===== src/rtl/edib_multi_clkgen.sv =====
// edib_multi_clkgen
// Generates NCH independent divided receive clocks from the 12 MHz system
// clock. Each channel spends act_div+1 cycles low and act_div+1 cycles high.
// Registered rise/fall strobes mark the edges. A common sync input realigns
// every running channel to the start of a low phase.
module edib_multi_clkgen #(
    parameter int NCH      = 3,
    parameter int CW       = 5,
    parameter int DEF_HALF = 5
) (
    input  logic              reset,
    input  logic              clk_12m,
    input  logic [NCH-1:0]    en,
    input  logic [NCH*CW-1:0] half_div,
    input  logic              sync,
    output logic [NCH-1:0]    clk_out,
    output logic [NCH-1:0]    rise_stb,
    output logic [NCH-1:0]    fall_stb,
    output logic [NCH-1:0]    active
);

    typedef enum logic [1:0] {
        ST_OFF  = 2'd0,
        ST_LOW  = 2'd1,
        ST_HIGH = 2'd2
    } state_t;

    genvar gi;
    generate
        for (gi = 0; gi < NCH; gi++) begin : g_ch
            state_t          state_q, state_d;
            logic [CW-1:0]   cnt_q, cnt_d;
            logic [CW-1:0]   act_q, act_d;
            logic            clk_q, clk_d;
            logic            rise_q, rise_d;
            logic            fall_q, fall_d;
            logic [CW-1:0]   half_sel;
            logic            term;
            logic            realign;

            assign half_sel = half_div[gi*CW +: CW];
            // Terminal count of the current half phase; cnt never passes act_q.
            assign term     = (cnt_q == act_q);
            // Sync only touches channels that are already running.
            assign realign  = sync && (state_q != ST_OFF);

            // State and datapath registers; reset clears everything at once,
            // so no partially completed pulse survives a mid-period reset.
            always_ff @(posedge clk_12m or negedge reset) begin
                if (!reset) begin
                    state_q <= ST_OFF;
                    cnt_q   <= '0;
                    act_q   <= CW'(DEF_HALF);
                    clk_q   <= 1'b0;
                    rise_q  <= 1'b0;
                    fall_q  <= 1'b0;
                end else begin
                    state_q <= state_d;
                    cnt_q   <= cnt_d;
                    act_q   <= act_d;
                    clk_q   <= clk_d;
                    rise_q  <= rise_d;
                    fall_q  <= fall_d;
                end
            end

            // Next-state: sync beats enable/terminal count; a high phase
            // always runs to completion even if en drops.
            always_comb begin
                state_d = state_q;
                if (realign) begin
                    state_d = ST_LOW;
                end else begin
                    case (state_q)
                        ST_OFF: begin
                            if (en[gi]) state_d = ST_LOW;
                        end
                        ST_LOW: begin
                            if (!en[gi])   state_d = ST_OFF;
                            else if (term) state_d = ST_HIGH;
                        end
                        ST_HIGH: begin
                            if (term) state_d = en[gi] ? ST_LOW : ST_OFF;
                        end
                        default: state_d = ST_OFF;
                    endcase
                end
            end

            // Counter, latched setting, clock level and strobes. The setting
            // is only reloaded at start-up, end of a high phase or on sync,
            // so a mid-period half_div change never bends the current period.
            always_comb begin
                cnt_d  = cnt_q;
                act_d  = act_q;
                clk_d  = clk_q;
                rise_d = 1'b0;
                fall_d = 1'b0;
                if (realign) begin
                    cnt_d = '0;
                    clk_d = 1'b0;
                    act_d = half_sel;
                end else begin
                    case (state_q)
                        ST_OFF: begin
                            cnt_d = '0;
                            clk_d = 1'b0;
                            if (en[gi]) act_d = half_sel;
                        end
                        ST_LOW: begin
                            if (!en[gi]) begin
                                cnt_d = '0;
                                clk_d = 1'b0;
                            end else if (term) begin
                                cnt_d  = '0;
                                clk_d  = 1'b1;
                                rise_d = 1'b1;
                            end else begin
                                cnt_d = cnt_q + CW'(1);
                            end
                        end
                        ST_HIGH: begin
                            if (term) begin
                                cnt_d  = '0;
                                clk_d  = 1'b0;
                                fall_d = 1'b1;
                                if (en[gi]) act_d = half_sel;
                            end else begin
                                cnt_d = cnt_q + CW'(1);
                            end
                        end
                        default: begin
                            cnt_d = '0;
                            clk_d = 1'b0;
                        end
                    endcase
                end
            end

            assign clk_out[gi]  = clk_q;
            assign rise_stb[gi] = rise_q;
            assign fall_stb[gi] = fall_q;
            assign active[gi]   = (state_q != ST_OFF);
        end
    endgenerate

endmodule


===== config.mk =====
export PLATFORM = sky130hd
export DESIGN_NAME = edib_multi_clkgen
export DESIGN_NICKNAME = d
export VERILOG_FILES = /design/src/rtl/edib_multi_clkgen.sv
export SDC_FILE = /design/constraint.sdc
export NUM_CORES = 1
export LEC_CHECK = 0
export CAP_MARGIN = 5
export CORE_ASPECT_RATIO = 1.2
export CORE_UTILIZATION = 40
export CTS_CLUSTER_DIAMETER = 40
export DETAILED_ROUTE_END_ITERATION = 6
export GPL_TIMING_DRIVEN = 0
export HOLD_SLACK_MARGIN = 0.02
export PLACE_DENSITY_LB_ADDON = 0.15
export SLEW_MARGIN = 20
export SYNTH_ARGS = -nofsm -noshare
export SYNTH_HDL_FRONTEND = slang
export SYNTH_SLANG_ARGS = --single-unit

===== constraint.sdc =====
create_clock -name clk_12m -period 2.1 [get_ports clk_12m]
set_input_delay 0.42 -clock clk_12m [delete_from_list [all_inputs] [get_ports clk_12m]]
set_output_delay 0.42 -clock clk_12m [all_outputs]
set_load 0.03 [all_outputs]

== Word level (Yosys, flattened, before mapping) ==
Cells that the tools add are included.

* Flip-flop bits (word level): 45
* Input port bits: 21
* Output and inout bits: 12

* Add/sub/neg operators: 3
* Eq/ne operators: 18
* Muxes and demuxes: 78
* Reductions and logical operators: 21

{| class="wikitable"
|+ Operators with widths
! operator !! number
|-
| $mux W5 || 18
|-
| $pmux W5 S2 || 6
|-
| $mux W1 || 33
|-
| $mux W2 || 15
|-
| $ne A3 B3 Y1 const B || 6
|-
| $pmux W2 S3 || 3
|-
| $add A5 B1 Y5 const B || 3
|-
| $eq A5 B5 Y1 || 3
|-
| $ne A4 B4 Y1 const B || 3
|-
| $reduce_and A2 Y1 || 6
|-
| $reduce_and A3 Y1 || 3
|-
| $reduce_bool A3 Y1 || 3
|-
| $eq A2 B1 Y1 const B || 3
|-
| $eq A2 B2 Y1 const B || 3
|-
| $logic_not A2 Y1 || 3
|-
| $pmux W1 S2 || 3
|-
| $reduce_bool A2 Y1 || 3
|-
| $logic_and A1 B1 Y1 || 3
|}

== Depth between registers and ports, before layout ==
Gate-level depths: netlist (run 1).

* Word-level depth: 5
* Gate-level depth with buffers: 7
* Mapped depth without buffers: 7

== Worst setup path after synthesis (run 1) ==
No wires, ideal clock.

* Kind: reg-to-reg
* Start: register g_ch[1].state_q[0]
* End: register g_ch[1].act_q[1]
* Data arrival time: 1.892 ns
* Required time: 1.975 ns
* Path slack: 0.083 ns
* Stages on the path, launching flop included: 8
* Buffers on the path: 0
* Cells stage by stage: dfrtp_1 > inv_1 > ha_1 > inv_1 > nor2_1 > a311o_1 > a31o_4 > mux2_4

* Word-level cells in the longest chain between the ends: 4

{| class="wikitable"
|+ Ends and longest elaborated chain
! what !! RTL line !! text
|-
| start, declared || 31 || <nowiki>state_t state_q, state_d;</nowiki>
|-
| start signal, assigned || 58 || <nowiki>state_q <= state_d;</nowiki>
|-
| $reduce_bool A2 Y1 * || -- ||
|-
| via active[1] || 19 || <nowiki>output logic [NCH-1:0] active</nowiki>
|-
| $logic_and A1 B1 Y1 * || 45 || <nowiki>assign realign = sync && (state_q != ST_OFF);</nowiki>
|-
| $ne A3 B3 Y1 (no source line) or $reduce_bool A3 Y1 (tied branches) || -- ||
|-
| $reduce_and A2 Y1 (no source line) || -- ||
|-
| end signal, assigned || 53 || <nowiki>act_q <= CW'(DEF_HALF);</nowiki>
|-
| end signal, assigned || 60 || <nowiki>act_q <= act_d;</nowiki>
|-
| end, declared || 33 || <nowiki>logic [CW-1:0] act_q, act_d;</nowiki>
|}

Mark *: on every way through the listed nets, which the timed path passes. The rest lies on a longest branch.
A chain may end at the register's enable or synchronous reset.

== Worst setup path in the final report (run 1) ==
* Start: register g_ch[0].state_q[0]
* End: output port active[0]

* Word-level cells in the longest chain between the ends: 1

{| class="wikitable"
|+ Ends and longest elaborated chain
! what !! RTL line !! text
|-
| start, declared || 31 ||
|-
| start signal, assigned || 58 ||
|-
| $reduce_bool A2 Y1 || 143 || <nowiki>assign active[gi] = (state_q != ST_OFF);</nowiki>
|-
| end, declared || 19 ||
|}

No other way between the ends.

==> results.md, run 1 <==
- Hpwl dp: 2.82 mm
- GRT overflow: 0
- Share of the synthesized area in the top cell type: 41.3%
- Initial DRC count: 90
- Gate Count Post-Synth: 204
- Post-synth EDFFs: 0
- # DRC: 0
- Synthesis Warnings: 0
- IO Port Bufs: 32
- Hold slack: 79.8 ps
- Final Non-Filler Cells: between 300 and 400
- FF+latch area: 1130 um2
- Clock Latency Late Sink: approximately 290 ps
- Peak supply drop: 509 uV
- Drt pass-1 iters: 4
- Hold Path Class: in2async
- CTS tree: done
- FF+latch count, synth: 45
- H-tree depth: 2
- Fmax achieved: a little under 500 MHz
- Kind of critical path: reg2out
- CTS Root Cell: clkbuf_8
- Routed Antenna Nets: 0
- Worst EP arrival: 1620 ps
- ANT cells: 0
- Routed Wire Length: just under 4 mm
- CP required: 1680 ps
- Fin crit share: 97.0%
- Via count: 1,541
- Drt wl/cell: 11.8 um
- Mapped Area: approximately 2400 um2
- Synth Flop Type: dfrtp_1
- Std-Cell Rows: 30
- Unique cell type count in the Yosys netlist: 42
- Total clock sinks: 45
- Initial core utilization: 41.7%
- CTS Hold Buffers Added: 0
- Fin Clk Skew: 6.72 ps
- CTS Buf Count: 5
- Pwr Density: approximately 1200 nW/um2
- GR Util All Layers: ~14%
- Nets@finish: 280
- Final Cell Area: 2930 um2
- Area growth from synthesis to layout: 24.0%
- Number of global-route vias before repair: 1,569
- Final Hold Fails: 0
- Cell Area, Placed: 2800 um2
- Max clock buf depth: 2
- Area leader, netlist: dfrtp_1
- Minimum clock period: around 2000 ps
- Die Wd: 72.1 um
- Die area: 6220 um2
- LEAKAGE: 0.00132 uW
- Register area share after synthesis: 48.0%
- Util after Layout: 51.7%
- Max-cap check violation count: 0
- Die Y: 86.2 um
- Crit end category: primary output
- Commonest cells in the netlist: 39 x dfrtp_1, 22 x nor2_1, 15 x ha_1, 13 x mux2_2, 13 x xnor2_1
- RSZ-0062 raised after global routing: no
- Ys async rst share: 100%
- Status: complete, no violations
- Most common cell in the netlist: dfrtp_1
- Core area: between 5000 and 6000 um2
- Placed insts: roughly 320
- Avg Inst Size Synth: 11.6 um2
- Ratio of cells with drive above 1 in the final layout: about a fifth
- Setup Buffers After CTS: 0
- Clk slew on worst S/H paths: 90 ps
- Slew Viols, Final: 0
- Synthesized Nets: 240
- Initial antenna violation count: 0
- Final setup TNS: 0 ps
- Final setup fails: 0
- GP Congestion: 0.853
- Crit path launch type: flip-flop
- Slew headroom: roughly two thirds
- Largest net degree at the start of global routing: 26
- Fill cells: 518
- Crit Path Max Fanout: 5
- Via density: around 4.7
- Area of the multi-input gates: 1110 um2
- Worst Tran Pin Value: 497 ps
- Ports: 33
- First-pass GRT wire length: 6.96 mm
- Synth top area cells: dfrtp_1 41%, ha_1 7.9%, dfstp_2 6.7%
- R2R setup slack: 160 ps
==> power breakdown <==
group | total, uW | internal [uW] | switching [uW]
clock | 765 | 473 | 292
sequential | 1320 | 1130 | 185
combinational | 1340 | 676 | 663
==> kinds of logic (layout without fill, tap and decap cells) <==
family / after synthesis / in the layout / synth area share, %
fa+ha+maj: 15 / 15 / 7.95
compound gates: 26 / 26 / 9.01
xor+xnor: 24 / 24 / 8.90
flops: 45 / 45 / 48.0
buf+inv: 21 / 62 / 4.77
simple gates: 54 / 54 / 11.6
mux: 19 / 19 / 9.80
==> registers in the layout, summed over array words and instances (netlist names) <==
signal	flops
g_ch.act_q	15
g_ch.clk_q	3
g_ch.cnt_q	15
g_ch.fall_q	3
g_ch.rise_q	3
g_ch.state_q	6
==> metal layers <==
metal,GRT usage [%],share of wire [%],vias to the layer above
met4,7.31,2.0,0
met5,0,0,-
met3,3.41,4.5,6
li1,-,-,770
met1,18.6,49,732
met2,21.8,44,33
==> stage by stage <==
stage	setup slack [ps]	total power, uW
floorplan	82.8	2370
global placement	-700	2690
detailed placement	-12.8	2710
CTS	75.0	3470
global route	11.2	3670
finish	63.5	3420
==> path summary, 6_finish.rpt <==
kind / start / end / cells after the start
max: g_ch[0].state_q[0] / active[0] / 4
min: reset / g_ch[1].fall_q / 1
min in group clk_12m: g_ch[1].cnt_q[0] / g_ch[1].cnt_q[0] / 1
max in group asynchronous: reset / g_ch[2].act_q[0] / 2
min reg2reg: g_ch[1].cnt_q[0] / g_ch[1].cnt_q[0] / 1
max reg2reg: g_ch[1].state_q[0] / g_ch[1].act_q[4] / 7
==> final cells by class <==
type / count / area share (%)
inverter: 12 / 1.54
clock inverter: 3 / 2.22
multi-input combinational: 138 / 38.1
sequential: 45 / 38.7
buffer: 9 / 2.31
tap: 80 / 3.42
timing repair buffer: 33 / 11.4
clock buffer: 5 / 2.35
==> cells in the final DEF (no fill, tap or decap), drive strengths merged, types with 6 or more instances in the layout <==
cell           Yosys  layout
nor2              22      22
dfrtp             39      39
mux2              18      18
xnor2             13      13
buf                9      11
clkdlybuf4s50      0      28
xor2              11      11
dfstp              6       6
nand3             11      11
nand2              8       8
o21ai              6       6
inv               12      12
ha                15      15
==> worst max-delay path, stage by stage, from the launching register on <==
cell and delay, ps:
dfrtp_1 440, inv_1 110, ha_1 240, inv_1 130, dlygate4sd2_1 410
==> repair_timing <==
item,4_1_cts,5_1_grt
gates resized for setup,3,1
gates cloned,0,0
endpoints found under the setup margin,3,1
No activity file was read; power rests on OpenSTA's default activity.
==> run 2, diff against run 1 <==
Settings changed: CORE_MARGIN set to 4, DONT_BUFFER_PORTS set to 1, SLEW_MARGIN 20 to 5.
==> run 2 against run 1 <==
Critical path depth up 3. Register-to-register slack got worse by 110 ps. Die area increased by 16%.
==> results.md, run 2 (same netlist as run 1, synthesis figures left out) <==
- CTS tree: done
- Final Hold Fails: 0 (unchanged)
- Drt wl/cell: 14.6 um (+23%)
- Hold Path Class: in2reg
- Clk slew on worst S/H paths: 90 ps (about the same)
- Regs by FF count: g_ch.act_q (15), g_ch.cnt_q (15), g_ch.state_q (6)
- GR peak layer: met2
- Largest net degree at the start of global routing: 46 (+77%)
- Worst Tran Pin Value: 454 ps (-43.3 ps)
- Die Wd: 78.1 um (+8.3%)
- Peak supply drop: 621 uV (+22%)
- Met1 usage: 15.3% (-3.2 points)
- Via count: 1,500 (-2.7%)
- CTS Root Cell: clkbuf_8
- CTS Buf Count: 5 (unchanged)
- Crit path launch type: flip-flop
- Util after Layout: 48.2% (-3.5 points)
- Max-cap check violation count: 0 (unchanged)
- Slew headroom: 69.7% (+2.9 points)
- Std-Cell Rows: 30 (unchanged)
- CP required: 2270 ps (+590 ps)
- Fin crit share: 97.4% (+0.45 points)
- Hpwl dp: 3.12 mm (+10%)
- Die area: 7200 um2 (+16%)
- Area growth from synthesis to layout: 16.5%
- # DRC: 0 (unchanged)
- Initial antenna violation count: 0 (unchanged)
- Overall Power: 3580 uW (+4.5%)
- Highest-count cells in the layout ignoring fill and taps: 38 x dfrtp_1, 22 x nor2_1, 16 x buf_4
- Minimum clock period: 2050 ps (+9.55 ps)
- Core area: 5710 um2 (+0.66%)
- GP Congestion: 0.802 (-5.9%)
- Ratio of cells with drive above 1 in the final layout: 31.2% (+10 points)
- Clock Latency Late Sink: 290 ps (about the same)
- H-tree depth: 2 (unchanged)
- Final Cell Area: 2750 um2 (-6.1%)
- Drt pass-1 iters: 4 (unchanged)
- Routed Wire Length: 4.39 mm (+14%)
- Routed Antenna Nets: 0 (unchanged)
- Crit end category: flip-flop
- Ports: 33 (unchanged)
- GR Util All Layers: 12.6% (-1.6 points)
- Crit Path Max Fanout: 6 (+1)
- Die Y: 92.2 um (+7.0%)
- Total clock sinks: 45 (unchanged)
- GRT overflow: 0 (unchanged)
- Via density: 4.98 (+5.1%)
- Met3 usage: 4.13% (+0.72 points)
- ANT cells: 0 (unchanged)
- Fill cells: 527 (+1.7%)
- LEAKAGE: 0.00124 uW (-6.2%)
- Final setup TNS: 0 ps (unchanged)
- Kind of critical path: reg2reg
- Final setup fails: 0 (unchanged)
- Pwr Density: 1300 nW/um2 (+11%)
- Final worst slack: 53.9 ps (-9.55 ps)
- Met2 usage: 20.7% (-1.0 points)
- Cell Area, Placed: 2460 um2 (-12%)
- Max clock buf depth: 2 (unchanged)
- Commonest non-fill, non-tap cell in the layout: dfrtp_1
- Initial DRC count: 71 (-21%)
- Worst EP arrival: 2220 ps (+600 ps)
- Initial core utilization: 41.4% (-0.27 points)
- Number of global-route vias before repair: 1,519 (-3.2%)
- Nets@finish: 256 (-8.6%)
- Slew Viols, Final: 0 (unchanged)
- Fmax achieved: 489 MHz (-0.47%)
- Status: complete, no violations
- Post-place setup slack: -79.7 ps (-66.8 ps)
- IO Port Bufs: 0 (-100%)
- First-pass GRT wire length: 7.14 mm (+2.6%)
- Fin Clk Skew: 10.5 ps (+3.74 ps)
run 2: what timing repair did:
item	in CTS	in global routing
hold buffers	2	0
pin swaps	0	3
gates resized for setup	1	16
setup endpoints to repair	5	22
setup buffers	0	7
endpoints found under the hold margin	45	0
cloned	0	0
run 2: final cells by class:
| type | count | area [um2] | share of cell area (%) |
|---|---|---|---|
| clock inverters | 3 | 65.1 | 2.37 |
| clock buffers | 5 | 68.8 | 2.50 |
| inverters | 12 | 55.1 | 2.00 |
| multi-input cells | 138 | 1170 | 42.5 |
| flip-flops and latches | 45 | 1130 | 41.3 |
| repair buffers | 9 | 90.1 | 3.28 |
| plain buffers | 9 | 67.6 | 2.46 |
| well taps | 80 | 100 | 3.64 |
run 2: stage by stage:
stage | hold slack [ps] | instances
detailed placement | 126 | 284
floorplan | 124 | 204
global placement | 126 | 284
CTS | 255 | 294
finish | 270 | 301
global route | 248 | 301
run 2: critical path, stage by stage (launching register included):
cell and delay (ps):
dfrtp_1 420, inv_1 170, ha_4 190, clkinvlp_4 250
nand2_4 170, nand2_1 110, o21ai_4 240, mux2_2 370
run 2: worst paths after layout:
check	startpoint	to	slack, ps	depth (start not counted)
max in group asynchronous	reset	g_ch[2].act_q[0]	1200	2
hold reg to reg	g_ch[0].cnt_q[0]	g_ch[0].cnt_q[0]	510	1
min in group asynchronous	reset	g_ch[0].fall_q	620	2
setup reg to reg	g_ch[0].state_q[0]	g_ch[0].act_q[1]	50	7
hold / removal	half_div[6]	g_ch[1].act_q[1]	270	1
setup / recovery	g_ch[0].state_q[0]	g_ch[0].act_q[1]	50	7
run 2: routing by layer:
layer / vias up / part of all wire (%)
li1: 718 / -
met1: 741 / 45
met2: 33 / 49
met3: 8 / 4.7
met4: 0 / 1.6
met5: - / 0
run 2: power by group:
part / switching, uW / total, uW / internal, uW
registers: 179 / 1310 / 1130
clock network: 286 / 759 / 473
logic: 775 / 1510 / 731
